--- config.mk ---
export PLATFORM = sky130hd
export DESIGN_NAME = oam_dma
export DESIGN_NICKNAME = d
export VERILOG_FILES = /design/src/rtl/dma_pkg.sv /design/src/rtl/oam_dma.sv
export SDC_FILE = /design/constraint.sdc
export NUM_CORES = 1
export LEC_CHECK = 0
export CORE_MARGIN = 1
export CORE_UTILIZATION = 35
export DETAILED_ROUTE_END_ITERATION = 7
export PLACE_DENSITY = 0.66
export SLEW_MARGIN = 10
export SYNTH_ARGS = -nofsm -noshare
export SYNTH_HDL_FRONTEND = slang
export SYNTH_SLANG_ARGS = --single-unit
--- constraint.sdc ---
create_clock -name I_clock -period 2.6 [get_ports I_clock]
set_input_delay 0.52 -clock I_clock [delete_from_list [all_inputs] [get_ports I_clock]]
set_output_delay 0.52 -clock I_clock [all_outputs]
set_load 0.005 [all_outputs]
--- src/rtl/dma_pkg.sv ---
// Shared types and constants for the sprite OAM DMA engine.
// Optional feature macro (used by oam_dma): OAM_DMA_ALIGN_EN.
package dma_pkg;

  typedef enum logic [2:0] {
    IDLE  = 3'd0,
    HALT  = 3'd1,
    ALIGN = 3'd2,
    READ  = 3'd3,
    WRITE = 3'd4
  } dma_state_t;

  // Number of READ/WRITE pairs in one transfer (one full 256-byte page)
  localparam int DMA_PAIRS = 256;

  // Default CPU write address that starts a transfer
  localparam logic [15:0] DEF_TRIGGER_ADDR = 16'h4014;

  // Default destination of every DMA write (PPU OAM data port)
  localparam logic [15:0] DEF_OAM_PORT = 16'h2004;

endpackage

--- src/rtl/oam_dma.sv ---
// Sprite DMA engine: snoops CPU writes to the trigger address, stalls the
// core, then copies page {V,$00..$FF} to the PPU OAM port one byte at a time.
// Optional feature macro: OAM_DMA_ALIGN_EN inserts one dummy alignment cycle
// when the transfer would otherwise start on an odd clock (2A03 513/514 timing).
module oam_dma
  import dma_pkg::*;
#(
  parameter logic [15:0] TRIGGER_ADDR = DEF_TRIGGER_ADDR,
  parameter logic [15:0] OAM_PORT     = DEF_OAM_PORT
) (
  input  logic        I_clock,
  input  logic        I_reset,
  input  logic [15:0] I_cpu_addr,
  input  logic [7:0]  I_cpu_wr_data,
  input  logic        I_cpu_rdwr,
  input  logic [7:0]  I_rd_data,
  output logic        O_cpu_ready,
  output logic [15:0] O_addr,
  output logic [7:0]  O_wr_data,
  output logic        O_rdwr,
  output logic        O_busy
);

`ifdef OAM_DMA_ALIGN_EN
  localparam bit ALIGN_EN = 1'b1;
`else
  localparam bit ALIGN_EN = 1'b0;
`endif

  localparam logic [7:0] LAST_IDX = 8'(DMA_PAIRS - 1);

  dma_state_t  state_q;
  dma_state_t  state_d;
  logic [7:0]  page_q;
  logic [7:0]  idx_q;
  logic [7:0]  latch_q;
  logic        parity_q;
  logic        trigger_hit;
  logic        need_align;

  assign trigger_hit = (I_cpu_addr == TRIGGER_ADDR) && !I_cpu_rdwr;
  assign need_align  = ALIGN_EN && parity_q;

  // State register plus the free-running clock parity flop
  always_ff @(posedge I_clock or negedge I_reset) begin
    if (!I_reset) begin
      state_q  <= IDLE;
      parity_q <= 1'b0;
    end else begin
      state_q  <= state_d;
      parity_q <= ~parity_q;
    end
  end

  // Page/index/data registers: capture page on trigger, byte on READ, advance on WRITE
  always_ff @(posedge I_clock or negedge I_reset) begin
    if (!I_reset) begin
      page_q  <= 8'h00;
      idx_q   <= 8'h00;
      latch_q <= 8'h00;
    end else begin
      case (state_q)
        IDLE: begin
          if (trigger_hit) begin
            page_q <= I_cpu_wr_data;
            idx_q  <= 8'h00;
          end
        end
        READ:    latch_q <= I_rd_data;
        WRITE:   idx_q   <= idx_q + 8'd1;
        default: ;
      endcase
    end
  end

  // Next-state logic; HALT waits for the core to reach a read cycle before taking the bus
  always_comb begin
    state_d = state_q;
    case (state_q)
      IDLE:    if (trigger_hit) state_d = HALT;
      HALT:    if (I_cpu_rdwr) state_d = need_align ? ALIGN : READ;
      ALIGN:   state_d = READ;
      READ:    state_d = WRITE;
      WRITE:   state_d = (idx_q == LAST_IDX) ? IDLE : READ;
      default: state_d = IDLE;
    endcase
  end

  assign O_cpu_ready = (state_q == IDLE);
  assign O_busy      = (state_q == ALIGN) || (state_q == READ) || (state_q == WRITE);

  // Bus mux: DMA drives the bus only while it owns it, otherwise pure CPU passthrough
  always_comb begin
    O_addr    = I_cpu_addr;
    O_wr_data = I_cpu_wr_data;
    O_rdwr    = I_cpu_rdwr;
    if (O_busy) begin
      O_wr_data = latch_q;
      if (state_q == WRITE) begin
        O_addr = OAM_PORT;
        O_rdwr = 1'b0;
      end else begin
        O_addr = {page_q, idx_q};
        O_rdwr = 1'b1;
      end
    end
  end

endmodule

### Word-level counts from Yosys, hierarchy flattened

Index checks and enable logic that the tools add are counted.

* register bits after elaboration: 27
* output and inout port bits: 27

* $add $sub $neg: 1
* equal/unequal tests: 8
* mux-type cells: 11
* reduce and logical (&&, ||, !) cells: 9

Operators by type and width (number)
* 16-bit two-way mux: 2
* 16-bit by 15-bit == test with 1-bit output, second input constant: 1
* 8-bit two-way mux: 2
* 8-bit one-hot mux with 2 select lines: 1
* 3-bit one-hot mux with 5 select lines: 1
* 8-bit by 1-bit adder with 8-bit output, second input constant: 1
* 8-bit == test, second input constant: 1
* 3-bit by 2-bit == test with 1-bit output, second input constant: 2
* 3-bit two-way mux: 2
* 2-bit AND reduction: 3
* 3-bit by 1-bit == test with 1-bit output, second input constant: 1
* 3-bit == test, second input constant: 1
* 3-bit logical NOT: 1
* 1-bit logical OR: 2
* 1-bit two-way mux: 2
* 2-bit two-way mux: 1
* 2-bit by 1-bit inequality test with 1-bit output, second input constant: 1
* 2-bit inequality test, second input constant: 1
* 2-bit nonzero test: 1
* 1-bit logical AND: 1
* 1-bit logical NOT: 1

### Logic depth before layout (Yosys ltp)

Gate-level depths: netlist (run 1).

* depth in word-level cells: 4
* gate-level depth with buffers: 6

### Least setup slack after synthesis (run 1)

No wires, ideal clock.

* path kind: register to output
* start point: reg state_q[1]
* end point: out O_wr_data[0]
* arrival time: 1.388 ns
* required time: 2.080 ns
* path slack: 0.692 ns
* stages on the path, launching flop included: 5
* buffers on the path: 1
* path through: dfrtp_1 -> nor2b_1 -> buf_2 -> nor2_2 -> mux2_2

* word-level cells in the longest chain between the ends: 4

RTL lines
* start, declared: line oam_dma.sv:32 `dma_state_t state_q;`
* start signal, assigned: line oam_dma.sv:50 `state_q <= state_d;`
* 3-bit by 2-bit == test with 1-bit output: line oam_dma.sv:90 `assign O_busy = (state_q == ALIGN) || (state_q == READ) || (state_q == WRITE);`
* 1-bit logical OR: line oam_dma.sv:90
* 1-bit logical OR *: line oam_dma.sv:90
* 8-bit two-way mux *: line oam_dma.sv:97 `if (O_busy) begin`
* end, declared: line oam_dma.sv:19 `output logic [7:0] O_wr_data,`

Every way passes the cells marked *; elsewhere a longest branch is shown, timed or not.

### Worst setup path in the final report (run 1)

* start point: reg state_q[2]
* end point: out O_wr_data[2]

The elaborated chain is that of the path after synthesis.

==> run summary, run 1 <==
class of the worst hold path: flip-flop to flip-flop
Synth Area in XOR/XNOR: 2.18%
crit path capture type: output port
DRC: 0
post-synthesis register bit count: 27
fin util: 54.6%
slew at the pin with the worst max-slew slack: 0.497 ns
Post-synth EDFFs: 0
Cell Rows: 24
Slew headroom: 66.6%
Vias/cell: 5.08
Crit Path Category: flip-flop to output port
Fin. Hold Viols: 0
Adder-Cell Fraction of Synth Area: 0.779%
Max Cap Viol: 0
clk sink count: 27
Final Max Tran Viols: 0
mux share of post-synthesis cell area: 18.5%
Synth cell types: 38
RSZ-0062 raised after global routing: true
final setup vio count: 0
post-synthesis compound-gate area fraction: 4.98%
Layout area overhead: 48.9%
CTS buffer count: 3
leakage power total: 1.07 nW
die area: 4870 um^2
Post-Synthesis Cells: 166
largest family of logic cells by synthesized area: simple AND/OR/NAND/NOR gates
first-pass GRT wire length: 6950 um
clk buf depth: 2
Die Wd: 69.8 um
largest net degree at the start of global routing: 28
grt total ovfl: 0
Top FF cell, synth: dfrtp_1
post-DP HPWL: 3070 um
net count after synthesis: 202
H-Tree Depth: 1
Post CTS Setup Buffer Count: 0
WL/cell: 14.4 um
highest-count cells in the layout ignoring fill and taps: 61 x clkdlybuf4s50_1, 42 x nand2_1, 26 x dfrtp_1
vias in the first global route: 1488
initial antenna violation count: 0
PwrDens: 809 nW/um^2
mapped cell area: 1610 um^2
Reg2Reg Depth: 5
drt total wl: 4090 um
Hold WS: 0.512 ns
Peak VDD IR: 0.000469 V
Vias: 1447
IO Port Bufs: 61
Max Fclk: 0.401 GHz
layout cells sized above 1: 20.6%
CP Max Fanout: 9
Critical Path AT: 1.98 ns
Routed Antenna Nets: 0
Initial Utilization: 36.6%
routability cong.: 0.813
DRT Pass-1 Iters: 4
# diodes: 0
GRT Util Overall: 17.7%
Post-layout nets: 270
Final min period: 2.50 ns
CTS tree: yes
Top Ports: 62
Worst EP required: 2.08 ns
Worst setup SP type: flip-flop
Simple-Gate Fraction of Synth Area: 28.0%
skew final: 0.00360 ns
Clk Latency, worst-skew pair: 0.27 ns
register area share after synthesis: 42.1%
DIE HEIGHT: 69.8 um
status: completed
# hold bufs at CTS: 0
Root Buffer: clkbuf_8
Final Cycle Share: 96.0%
Core Box Area: 4380 um^2
Hold Path Depth: 1
Synth Warn #: 0
commonest non-fill, non-tap cell in the layout: clkdlybuf4s50_1
clock transition at the registers of the reported paths: 0.09 ns
asr flop ratio synth: 100%
iteration-0 DRC count of the detailed router: 63
Avg Inst Size Synth: 9.68 um^2
## critical path, stage by stage (launching register included)
cell and delay [ns]:
dfrtp_2 0.45, nor3b_2 0.19, nor2_4 0.25, mux2_2 0.38, clkdlybuf4s50_1 0.44
## synthesized netlist by cell type, types with 2 or more instances
library cell	count	area share, %
nand2_1	42	9.8
dfrtp_1	27	42
mux2_2	17	12
nand3_1	17	5.3
mux2_4	7	6.5
nor2_1	7	1.6
clkbuf_1	4	0.93
xor2_1	4	2.2
a31oi_1	3	1.2
buf_2	3	0.93
inv_1	3	0.70
nand4_1	3	1.2
o21ai_0	3	0.93
nor4_1	2	0.78
## state kept, by name (all words and copies together) (netlist names)
| register | flops |
|---|---|
| latch_q | 8 |
| state_q | 3 |
| page_q | 8 |
| idx_q | 8 |
## routing by layer
layer / GRT usage [%] / part of all wire (%) / vias up
met5: 0 / 0 / -
met4: 5.78 / 1.7 / 0
met3: 1.31 / 5.0 / 6
met2: 29.4 / 48 / 45
met1: 24.4 / 45 / 677
li1: - / - / 719
## power breakdown
part	leakage (nW)	switching, W	internal [W]	total [W]
clock network	0.0255	0.000129	0.000107	0.000236
registers	0.351	0.0000806	0.000527	0.000607
logic	0.693	0.000457	0.000634	0.00109
total	1.07	0.000667	0.00127	0.00194
## path summary, 6_finish.rpt
path                                 start      endpoint  slack, ns
worst max-delay path            state_q[2]  O_wr_data[2]       0.10
worst min-delay path            latch_q[6]    latch_q[6]       0.51
worst max register to register  state_q[2]     page_q[0]       0.82
worst min register to register  latch_q[6]    latch_q[6]       0.51
max in group asynchronous          I_reset    state_q[2]       1.70
min in group asynchronous          I_reset      idx_q[1]       0.62
## stage by stage
step / TNS (ns) / cells / area [um^2] / worst slack, ns / power [W]
after global routing: -0.000718 / 285 / 2390 / -0.000718 / 0.00209
after global placement: 0 / 281 / 2330 / 0.155 / 0.00169
after detailed placement: 0 / 281 / 2330 / 0.103 / 0.00170
final: 0 / 285 / 2390 / 0.104 / 0.00194
after CTS: 0 / 285 / 2390 / 0.00278 / 0.00195
after floorplan: 0 / 166 / 1610 / 0.692 / 0.00112
## what timing repair did
action / CTS / global route
gates resized for setup: 2 / 2
pin swaps: 0 / 1
setup endpoints to repair: 21 / 10
hold endpoints to repair: 0 / 0
## cells by family after synthesis
kind of cell,count (synthesis)
simple gates,86
mux,24
fa+ha+maj,1
flops,27
buf+inv,12
xor+xnor,4
compound gates,12
## final cells by class
type | count | area (um^2)
multi-input combinational | 127 | 887
fill | 397 | 1990
tap | 52 | 65.1
sequential | 27 | 677
timing repair buffer | 72 | 706
inverter | 3 | 11.3
clock inverter | 1 | 5.00
clock buffer | 3 | 41.3
Note: power is estimated with default switching activity, not from simulation.
==> run 2, diff against run 1 <==
--- a/config.mk
+++ b/config.mk
@@ -5,7 +5,7 @@
 export SDC_FILE = /design/constraint.sdc
 export NUM_CORES = 1
 export LEC_CHECK = 0
-export CORE_MARGIN = 1
+export CORE_MARGIN = 2
 export CORE_UTILIZATION = 35
 export DETAILED_ROUTE_END_ITERATION = 7
 export PLACE_DENSITY = 0.66
==> run 2 against run 1 <==
Compared with the run above: non-clock buffer count down 1; first-iteration DRC count down 1.6%; hold slack lost 0.0016 ns; fmax decreased by 0.30%; clock-buffer cell count grew 1; clock power is essentially flat; critical path depth is the same; combinational power barely moved; design area shrank 0.42%; global-route usage fell by 1.5 points; largest power group unchanged.
==> run summary, run 2 (synthesis gave the netlist of run 1 again) <==
Max Fclk: 0.399 GHz (-0.30%)
iteration-0 DRC count of the detailed router: 62 (-1.6%)
WL/cell: 14.5 um (+1.3%)
class of the worst hold path: flip-flop to flip-flop
DIE HEIGHT: 71.8 um (+2.9%)
Layout area overhead: 48.3%
crit path capture type: output port
clk buf depth: 2 (unchanged)
Max Cap Viol: 0 (unchanged)
Root Buffer: clkbuf_8
IO Port Bufs: 61 (unchanged)
PwrDens: 811 nW/um^2 (+0.23%)
GRT Util Overall: 16.2% (-1.5 points)
routability cong.: 0.819 (+0.65%)
CP Max Fanout: 9 (unchanged)
Cell Rows: 24 (unchanged)
Reg2Reg Depth: 5 (unchanged)
final worst setup slack: 0.0964 ns (-0.00741 ns)
H-Tree Depth: 1 (unchanged)
largest net degree at the start of global routing: 28 (unchanged)
clk sink count: 27 (unchanged)
clock transition at the registers of the reported paths: 0.09 ns (about the same)
initial antenna violation count: 0 (unchanged)
Clk Latency, worst-skew pair: 0.27 ns (about the same)
layout cells sized above 1: 19.4% (-1.2 points)
CTS buffer count: 3 (unchanged)
largest stage delay on the critical path: 0.44 ns (about the same)
post-DP HPWL: 3070 um (about the same)
Initial Utilization: 36.6% (unchanged)
critical-path cell list: nor2b_1, nor2_4, mux2_2, clkdlybuf4s50_1
vias in the first global route: 1356 (-8.9%)
Crit Path Category: flip-flop to output port
placed cell areas: 2320 um^2 (-0.32%)
commonest non-fill, non-tap cell in the layout: clkdlybuf4s50_1
Routed Antenna Nets: 0 (unchanged)
number of cells on the critical path: 4 (unchanged)
Final Cycle Share: 96.3% (+0.29 points)
DRC: 0 (unchanged)
Final Max Tran Viols: 0 (unchanged)
CTS tree: yes
Critical Path Slowest Stage Cell: clkdlybuf4s50_1
Placement Setup Slack: 0.155 ns (+0.0520 ns)
leakage power total: 1.06 nW (-0.62%)
first-pass GRT wire length: 6590 um (-5.2%)
Die Wd: 71.8 um (+2.9%)
Final min period: 2.50 ns (+0.00741 ns)
Top Ports: 62 (unchanged)
highest-count cells in the layout ignoring fill and taps: 61 x clkdlybuf4s50_1, 42 x nand2_1, 27 x dfrtp_1
Slew headroom: 64.3% (-2.4 points)
slew at the pin with the worst max-slew slack: 0.532 ns (+0.0352 ns)
Core Box Area: 4380 um^2 (unchanged)
drt total wl: 4130 um (+0.90%)
skew final: 0.00493 ns (+0.00133 ns)
Post-layout nets: 269 (-0.37%)
Fin. Hold Viols: 0 (unchanged)
Peak VDD IR: 0.000405 V (-14%)
RSZ-0062 raised after global routing: true
final instance area: 2380 um^2 (-0.42%)
DRT Pass-1 Iters: 4 (unchanged)
Hold Path Depth: 1 (unchanged)
# diodes: 0 (unchanged)
Worst setup SP type: flip-flop
Vias: 1450 (+0.21%)
worst path buffer plus inverter count: 1 (unchanged)
biggest regs: idx_q: 8 flops, latch_q: 8 flops, page_q: 8 flops
die area: 5150 um^2 (+5.8%)
Vias/cell: 5.11 (+0.56%)
Worst EP required: 2.08 ns (about the same)
status: completed
Crit path max-delay family: simple AND/OR/NAND/NOR gates
grt total ovfl: 0 (unchanged)
final setup vio count: 0 (unchanged)
Critical Path AT: 1.98 ns (about the same)
[run 2: metrics by stage]
step	TNS, ns	hold WS, ns	utilization, %	total power [W]	std cells
2_1_floorplan	0	0.224	-	0.00112	166
3_3_place_gp	0	0.484	53.0	0.00169	280
3_5_place_dp	0	0.492	53.0	0.00169	280
4_1_cts	0	0.513	54.2	0.00195	284
5_1_grt	-0.00737	0.530	54.3	0.00206	284
6_report	0	0.510	54.3	0.00193	284
[run 2: worst register-to-register path, delay by kind of cell, from the launching register on]
kind	cells	cell delay [ns]
mux	1	0.33
simple gates	3	0.74
flops	1	0.44
buf+inv	1	0.19
[run 2: worst paths after layout]
check	startpoint	to	slack, ns
max	state_q[1]	O_wr_data[0]	0.1
min	latch_q[7]	latch_q[7]	0.51
max reg2reg	state_q[2]	page_q[0]	0.79
min reg2reg	latch_q[7]	latch_q[7]	0.51
max in group asynchronous	I_reset	idx_q[7]	1.72
min in group asynchronous	I_reset	latch_q[4]	0.62
[run 2: cell type report]
class                      instances  area (um^2)
inverter                           3         11.3
clock buffer                       4         45.0
timing repair buffer              71          698
multi-input combinational        127          887
fill                             394         2000
tap                               52         65.1
sequential                        27          676
[run 2: where the power goes]
| part | internal, W | leakage, nW | total (W) | switching, W |
|---|---|---|---|---|
| logic | 0.000634 | 0.688 | 0.00109 | 0.000454 |
| clock network | 0.000110 | 0.0228 | 0.000237 | 0.000127 |
| registers | 0.000526 | 0.353 | 0.000607 | 0.0000818 |
| total | 0.00127 | 1.06 | 0.00193 | 0.000663 |
[run 2: per-layer routing]
layer | share of wire (%) | GRT usage, % | vias to the layer above
met3 | 5.5 | 2.11 | 4
li1 | - | - | 713
met1 | 47 | 23.3 | 690
met4 | 1.3 | 6.08 | 0
met5 | 0 | 0 | -
met2 | 46 | 24.8 | 43
[run 2: repair_timing]
item / CTS / global route
pin swaps: 0 / 1
buffers inserted: 0 / 0
setup endpoints to repair: 14 / 10
gates resized for setup: 2 / 1
hold buffers: 0 / 0
